--- config.mk ---
export PLATFORM = sky130hd
export DESIGN_NAME = req_collector
export DESIGN_NICKNAME = d
export VERILOG_FILES = /design/src/rtl/req_collector.sv
export SDC_FILE = /design/constraint.sdc
export NUM_CORES = 1
export LEC_CHECK = 0
export ABC_AREA = 1
export BUFFER_PORTS_ARGS = -buffer_cell sky130_fd_sc_hd__buf_4
export CORE_MARGIN = 8
export CORE_UTILIZATION = 35
export DETAILED_ROUTE_END_ITERATION = 8
export GPL_ROUTABILITY_DRIVEN = 1
export PLACE_DENSITY = 0.64
export SLEW_MARGIN = 20
export SYNTH_ARGS = -nofsm -noshare
export SYNTH_HDL_FRONTEND = slang
export SYNTH_SLANG_ARGS = --single-unit
--- constraint.sdc ---
create_clock -name clk_i -period 3.12 [get_ports clk_i]
set_input_delay 0 -clock clk_i [delete_from_list [all_inputs] [get_ports clk_i]]
set_output_delay 0 -clock clk_i [all_outputs]
set_load 0.01 [all_outputs]
--- src/rtl/req_collector.sv ---
// Request collector: captures per-source request events into sticky pending bits,
// masks them for the downstream encoder, raises irq and retires one bit per acknowledge.
module req_collector #(
    parameter int IP_WIDTH  = 4,
    parameter int EDGE_MODE = 1
) (
    input  logic                          clk_i,
    input  logic                          rst_i,
    input  logic [IP_WIDTH-1:0]           req_i,
    input  logic [IP_WIDTH-1:0]           mask_i,
    input  logic                          ack_i,
    input  logic [$clog2(IP_WIDTH)-1:0]   ack_idx_i,
    input  logic                          ovf_clr_i,
    output logic [IP_WIDTH-1:0]           pend_vec_o,
    output logic [$clog2(IP_WIDTH):0]     pend_cnt_o,
    output logic                          irq_o,
    output logic [IP_WIDTH-1:0]           ovf_o,
    output logic                          ack_err_o
);

    localparam int IDX_W = $clog2(IP_WIDTH);
    localparam int CNT_W = IDX_W + 1;

    localparam logic [1:0] ST_IDLE = 2'd0;
    localparam logic [1:0] ST_PEND = 2'd1;
    localparam logic [1:0] ST_HOLD = 2'd2;

    logic [IP_WIDTH-1:0] req_q;
    logic [IP_WIDTH-1:0] pend_q;
    logic [IP_WIDTH-1:0] pend_d;
    logic [IP_WIDTH-1:0] ovf_q;
    logic [IP_WIDTH-1:0] ovf_d;
    logic                ack_err_q;
    logic                ack_err_d;
    logic [1:0]          state_q;
    logic [1:0]          state_d;
    logic                irq_q;
    logic                irq_d;

    logic [IP_WIDTH-1:0] ev_s;
    logic [IP_WIDTH-1:0] ack_sel_s;
    logic [IP_WIDTH-1:0] clr_s;
    logic [IP_WIDTH-1:0] ovf_set_s;
    logic                ack_hit_s;
    logic                ack_ok_s;
    logic                err_set_s;
    logic                any_s;

    function automatic logic [CNT_W-1:0] popcount(input logic [IP_WIDTH-1:0] v);
        logic [CNT_W-1:0] c;
        c = {CNT_W{1'b0}};
        for (int i = 0; i < IP_WIDTH; i++) begin
            c = c + {{(CNT_W-1){1'b0}}, v[i]};
        end
        return c;
    endfunction

    // Out-of-range indices (non power-of-two widths) decode to no bit at all.
    function automatic logic [IP_WIDTH-1:0] ack_decode(input logic [IDX_W-1:0] idx);
        logic [IP_WIDTH-1:0] sel;
        sel = {IP_WIDTH{1'b0}};
        for (int i = 0; i < IP_WIDTH; i++) begin
            sel[i] = (idx == IDX_W'(i));
        end
        return sel;
    endfunction

    assign pend_vec_o = pend_q & ~mask_i;
    assign pend_cnt_o = popcount(pend_vec_o);
    assign irq_o      = irq_q;
    assign ovf_o      = ovf_q;
    assign ack_err_o  = ack_err_q;

    // Event detection: rising edge or level, selected at elaboration.
    always_comb begin
        ev_s = {IP_WIDTH{1'b0}};
        if (EDGE_MODE != 0) begin
            ev_s = req_i & ~req_q;
        end else begin
            ev_s = req_i;
        end
    end

    // Acknowledge qualification and pending/overflow/error next state.
    always_comb begin
        ack_sel_s = ack_decode(ack_idx_i);
        ack_hit_s = |(ack_sel_s & pend_vec_o);
        ack_ok_s  = ack_i & (state_q == ST_PEND) & ack_hit_s;
        err_set_s = ack_i & ~ack_ok_s;
        if (ack_ok_s) begin
            clr_s = ack_sel_s;
        end else begin
            clr_s = {IP_WIDTH{1'b0}};
        end
        // A coincident event keeps the bit set and is not an overflow.
        pend_d    = ev_s | (pend_q & ~clr_s);
        ovf_set_s = ev_s & pend_q & ~clr_s;
        if (ovf_clr_i) begin
            ovf_d     = ovf_set_s;
            ack_err_d = err_set_s;
        end else begin
            ovf_d     = ovf_q | ovf_set_s;
            ack_err_d = ack_err_q | err_set_s;
        end
    end

    // Service FSM; any looks at the current pend register, so irq trails pend_vec by a cycle.
    always_comb begin
        any_s   = |pend_vec_o;
        state_d = ST_IDLE;
        case (state_q)
            ST_IDLE: begin
                if (any_s) begin
                    state_d = ST_PEND;
                end else begin
                    state_d = ST_IDLE;
                end
            end
            ST_PEND: begin
                if (ack_ok_s) begin
                    state_d = ST_HOLD;
                end else if (any_s) begin
                    state_d = ST_PEND;
                end else begin
                    state_d = ST_IDLE;
                end
            end
            ST_HOLD: begin
                if (any_s) begin
                    state_d = ST_PEND;
                end else begin
                    state_d = ST_IDLE;
                end
            end
            default: begin
                state_d = ST_IDLE;
            end
        endcase
        irq_d = (state_d == ST_PEND);
    end

    // State registers with asynchronous reset.
    always_ff @(posedge clk_i or posedge rst_i) begin
        if (rst_i) begin
            req_q     <= {IP_WIDTH{1'b0}};
            pend_q    <= {IP_WIDTH{1'b0}};
            ovf_q     <= {IP_WIDTH{1'b0}};
            ack_err_q <= 1'b0;
            state_q   <= ST_IDLE;
            irq_q     <= 1'b0;
        end else begin
            req_q     <= req_i;
            pend_q    <= pend_d;
            ovf_q     <= ovf_d;
            ack_err_q <= ack_err_d;
            state_q   <= state_d;
            irq_q     <= irq_d;
        end
    end

endmodule

==> flow_summary.yaml, run 1 <==
detailed_routing:
  drt-met1-wl_um: 872
  via_count: 689
  ant_nets: 0
  wl_per_cell_um: 10.66
  drt_iter0_drc: 16
  viasPerCell: 4.077
  wl_um: 1802
  drc_errors: 0
  wl_met2_um: 843
  top_layer: "met4"
  drt_first_pass_iters: 4
  wl_met3_um: 76
place:
  dp_hpwl_um: 1459
  io_buffers: 26
  dp_slack_ns: 1.433
  gp_congestion: 0.8015
critical_path:
  worstSetupPathType: "reg -> out"
  worst_path_largest_cell_delay_ns: 0.56
  regToRegEndpoint: "ovf_o[0]$_DFF_PP0_"
  crit_slowest_cell: "fa_1"
  crit_chain: "nand2_1 > fa_1 > inv_1 > ha_1 > ha_1 > buf_4"
  r2r_cells: 7
  end_kind: "primary output"
  cp.required_ns: 3.12
  cp-startpoint: "pend_q[3]$_DFF_PP0_"
  cp.arrival_ns: 1.99
  r2r_slack_ns: 1.95
  crit_top_cell: "ha_1"
  crit_path_start_kind: "flip-flop"
  cp-endpoint: "pend_cnt_o[1]"
  cp_max_fo: 4
  reg2reg_from: "pend_q[0]$_DFF_PP0_"
yosys:
  synth_top_area_share_pct: 49.23
  ys_types: 10
  syn_nets: 124
  synth.avg_cell_area_um2: 7.672
  yosys-top-cells-area: "dfrtp_1, nand2_1, inv_1"
  synth_area_leader_cell: "dfrtp_1"
  synthCells: 106
  synth_area_um2: 813.3
  synth-seq-cells: 16
  yosysWarnings: 0
  ys_seq_area_share_pct: 49.23
global_routing:
  grt-ovfl-total: 0
  antenna_found_initial: 0
  grt_pass1_wl_um: 3098
  grt_pass1_vias: 719
  grt_max_degree: 17
  grt_usage_pct: 9.286
sta:
  slew_viol_final: 0
  rsz0062_at_grt: "false"
  final.period_utilization_pct: 63.83
  max_slew_margin_pct: 59.20
  tightest_slew_ns: 0.6114
  hold_viol: 0
  hold_ws_ns: 0.04455
  period_needed_ns: 1.992
  setup_viol_count_final: 0
  fmaxAchievable_mhz: 502.1
  timing.setup.tns_ns: 0
  finalClockSkew_ns: 0.002946
  setup_ws_ns: 1.128
power:
  powerDensity_nw_per_um2: 498.4
  p_total_uw: 561.2
  power_leakage_nw: 0.7212
  ir_worst_vdd_mv: 0.3098
floorplanning:
  die_y_um: 64.21
  core.rowCount: 17
  start_util_pct: 36.76
  die_w_um: 64.21
  die_area_um2: 4122
  coreArea_um2: 2212
  top_level_ports: 27
job:
  drv_cap: 0
clock_network:
  htreeDepth: 1
  clock-sinks: 16
  clk_pin_slew_ns: 0.09
  clk_latency_ns: 0.28
  clockBufferDepth: 2
  cts_setup_buffers: 0
  clockRootBuffer: "clkbuf_4"
  cts_tree: "done"
  cts_buffers: 3
layout:
  post-route-util_pct: 50.91
  layout-area-overhead-vs-synth_pct: 38.46
  drive_gt1_share_pct: 23.40
  diodes: 0
  final_nets: 161
status:
  outcome: "complete, no violations"
min_path:
  worstHoldPathCells: 4
  min_from: "ovf_clr_i"
  hp-class: "in -> reg"
[how the worst min path moves through the flow]
stage	to	slack, ns
final	ovf_o[1]$_DFF_PP0_	0.04
after CTS	ovf_o[0]$_DFF_PP0_	0.04
after global placement	ovf_o[3]$_DFF_PP0_	0.11
after global routing	ovf_o[3]$_DFF_PP0_	0.05
after floorplan	ack_err_o$_DFF_PP0_	-0.09
after detailed placement	ovf_o[0]$_DFF_PP0_	0.12
[report_power, final]
group | total (mW) | internal [mW] | switching, mW
logic | 0.202 | 0.0940 | 0.108
registers | 0.254 | 0.239 | 0.0148
clock network | 0.105 | 0.0447 | 0.0607
total | 0.561 | 0.378 | 0.183
[cells in the mapped netlist]
cell	number
nand2_1	38
nor3b_4	1
nand3_2	1
nand2_2	2
nand3_1	5
ha_1	3
fa_1	1
dfrtp_1	16
nor2_1	11
inv_1	28
[flip-flops by register name (all words and copies together) (netlist names)]
name and flops:
ovf_o 4, pend_q 4, req_q 4, state_q 2, ack_err_o 1, irq_o 1
[layer usage]
layer	global-route usage, %	vias up
met2	15.06	18
met4	3.270	0
met5	0	-
met1	11.10	297
li1	-	372
met3	3.310	2
[metrics by stage]
stage,cell area (um2),cells
floorplan,813.3,106
detailed placement,1044,160
global route,1126,169
global placement,1044,160
finish,1126,169
CTS,1126,169
[cell type report]
class | instances | area, um2
clock buffer | 3 | 22.52
fill | 217 | 1086
inverter | 28 | 105.1
multi-input combinational | 62 | 307.8
sequential | 16 | 400.4
tap | 28 | 35.03
timing repair buffer | 32 | 255.2
[kinds of logic after synthesis]
group,Yosys count,synth area share (%)
fa+ha+maj,4,7.078
buf+inv,28,12.92
flops,16,49.23
simple gates,58,30.77
[cell usage in the layout (no fill, tap or decap), drive strengths merged]
cell         instances
buf                 26
clkbuf               3
dfrtp               16
dlygate4sd3          6
fa                   1
ha                   3
inv                 28
nand2               40
nand3                6
nor2                11
nor3b                1
[critical path, delay by kind of cell (launching register included)]
family | cells | cell delay [ns]
and+or+nand+nor | 1 | 0.13
DFF | 1 | 0.38
buffers and inverters | 2 | 0.19
adders and majority gates | 3 | 1.01
[repair_timing]
item                      CTS  global route
hold endpoints to repair   25             0
resized for setup           0             0
hold buffers                6             0
(Power assumes the default switching activity.)
==> run 2, diff against run 1 <==
--- a/config.mk
+++ b/config.mk
@@ -11,7 +11,7 @@
 export CORE_UTILIZATION = 35
 export DETAILED_ROUTE_END_ITERATION = 8
 export GPL_ROUTABILITY_DRIVEN = 1
-export PLACE_DENSITY = 0.64
+export PLACE_DENSITY = 0.66
 export SLEW_MARGIN = 20
 export SYNTH_ARGS = -nofsm -noshare
 export SYNTH_HDL_FRONTEND = slang
==> constraint.sdc (replaced) <==
create_clock -name clk_i -period 1.8 [get_ports clk_i]
set_input_delay 0 -clock clk_i [delete_from_list [all_inputs] [get_ports clk_i]]
set_output_delay 0 -clock clk_i [all_outputs]
set_load 0.01 [all_outputs]
==> run 2 against run 1 <==
  * The flow now finishes with violations (setup timing)
  * Register-to-register slack lost 1.5 ns
  * Combinational power grew 100%
  * Wire length grew 5.0%
  * Final cell count grew 3.0%
  * Clock skew grew 0.0018 ns
  * Via count grew 6.0%
  * Largest power group unchanged
  * Critical path type unchanged
  * Largest cell class unchanged
  * Global-route usage grew 0.39 points
  * Power grew 84%
==> flow_summary.yaml, run 2 (synthesis gave the netlist of run 1 again) <==
clock_network:
  clk_latency_ns: 0.28
  clockBufferDepth: 2
  htreeDepth: 1
  cts_buffers: 3
  clockRootBuffer: "clkbuf_4"
  clock-sinks: 16
  clk_pin_slew_ns: 0.09
  cts_tree: "done"
layout:
  mostFrequentLayoutCell: "nand2_1"
  layout-area-overhead-vs-synth_pct: 48.00
  drive_gt1_share_pct: 30.14
  final_cell_mix: "nand2_1, buf_4, inv_1"
  final_nets: 166
  finalInstanceArea_um2: 1204
  fillers: 216
  diodes: 0
global_routing:
  grt_max_degree: 17
  gr-usage-met3_pct: 3.136
  grt-ovfl-total: 0
  grt.met2_usage_pct: 16.56
  grt_pass1_wl_um: 3298
  grt_pass1_vias: 795
  grt_usage_pct: 9.672
  grt.busiest_layer: "met2"
  antenna_found_initial: 0
  gr-usage-met1_pct: 11.08
detailed_routing:
  wl_per_cell_um: 10.88
  drc_errors: 0
  drt_first_pass_iters: 4
  via_count: 730
  wl_um: 1893
  viasPerCell: 4.195
  ant_nets: 0
  drt_iter0_drc: 10
critical_path:
  reg2reg_from: "pend_q[3]$_DFF_PP0_"
  worst_path_largest_cell_delay_ns: 0.55
  cp_max_fo: 2
  path_delay_family: "adder cells"
  cp.required_ns: 1.80
  regToRegEndpoint: "ovf_o[0]$_DFF_PP0_"
  r2r_slack_ns: 0.45
  r2r_cells: 9
  path_buf_inv: 2
  cp.arrival_ns: 1.81
  end_kind: "primary output"
  worstSetupPathType: "reg -> out"
  crit_top_cell: "ha_4"
  crit_chain: "nand2_2 > fa_1 > inv_2 > ha_4 > ha_4 > buf_6"
  crit_slowest_cell: "fa_1"
  crit_path_start_kind: "flip-flop"
place:
  place_area_um2: 1044
  dp_hpwl_um: 1450
  io_buffers: 26
  gp_congestion: 0.7910
sta:
  rsz0062_at_grt: "true"
  final.period_utilization_pct: 100.6
  setup_viol_count_final: 1
  slew_viol_final: 0
  max_slew_margin_pct: 59.43
  tightest_slew_ns: 0.6078
  setup_ws_ns: -0.01022
  hold_ws_ns: 0.03905
  fmaxAchievable_mhz: 552.4
  finalClockSkew_ns: 0.004704
  hold_viol: 0
  period_needed_ns: 1.810
floorplanning:
  start_util_pct: 36.76
  coreArea_um2: 2212
  core.rowCount: 17
  die_w_um: 64.21
  die_y_um: 64.21
  top_level_ports: 27
  die_area_um2: 4122
min_path:
  hp-class: "in -> reg"
  min_from: "ovf_clr_i"
  worstHoldPathCells: 4
  whs_endpoint: "ovf_o[1]$_DFF_PP0_"
power:
  powerDensity_nw_per_um2: 856.1
  ir_worst_vdd_mv: 0.5133
  power_leakage_nw: 0.7440
status:
  outcome: "finished, violations left"
  violations: "setup timing"
job:
  drv_cap: 0
run 2: changes by cell type in the layout (fill, tap and decap cells not counted), sizes merged:
cell	change
buf	+5
run 2: metal layers:
layer	part of all wire (%)	wire length, um
met5	0	0
met4	0.90	17
met3	6.7	126
met2	48	908
met1	44	841
run 2: report_power, final:
group / total, mW / internal (mW) / switching, mW
clock network: 0.182 / 0.0776 / 0.104
registers: 0.441 / 0.415 / 0.0264
logic: 0.407 / 0.201 / 0.206
total: 1.03 / 0.694 / 0.337
run 2: worst max path at each step:
stage,startpoint,to,slack [ns],cells past startpoint
after floorplan,pend_q[3]$_DFF_PP0_,pend_cnt_o[1],0.31,5
after global placement,pend_q[3]$_DFF_PP0_,pend_cnt_o[1],0.18,6
after detailed placement,pend_q[3]$_DFF_PP0_,pend_cnt_o[1],0.15,6
after CTS,pend_q[0]$_DFF_PP0_,pend_cnt_o[1],-0.04,6
after global routing,pend_q[1]$_DFF_PP0_,pend_cnt_o[1],-0.08,6
final,pend_q[3]$_DFF_PP0_,pend_cnt_o[1],-0.01,6
run 2: worst min-delay path, stage by stage:
cell,delay (ns)
buf_4,0.08
inv_1,0.09
nand2_1,0.08
nand2_1,0.05
run 2: cell type report:
| cell class | count | area (um2) | share of cell area (%) |
|---|---|---|---|
| clock buffer | 3 | 22.52 | 1.871 |
| inverter | 28 | 105.1 | 8.732 |
| sequential | 16 | 400.4 | 33.26 |
| multi-input combinational | 62 | 340.3 | 28.27 |
| tap | 28 | 35.03 | 2.911 |
| timing repair buffer | 37 | 300.3 | 24.95 |
run 2: repair_timing:
item,in CTS,in global routing
hold buffers,6,0
pin swaps,4,3
setup endpoints to repair,2,2
gates resized for setup,6,3
endpoints found under the hold margin,25,0
buffers inserted,5,0
run 2: per-stage QoR:
stage / worst slack [ns] / cells / TNS (ns) / utilization, % / total power, mW
2_1_floorplan: 0.3063 / 106 / 0 / - / 0.6445
4_1_cts: -0.03667 / 174 / -0.03667 / 53.79 / 1.025
3_3_place_gp: 0.1794 / 160 / 0 / 47.17 / 0.7792
6_report: -0.01022 / 174 / -0.01022 / 54.41 / 1.030
5_1_grt: -0.08204 / 174 / -0.08204 / 54.41 / 1.116
3_5_place_dp: 0.1545 / 160 / 0 / 47.17 / 0.7911
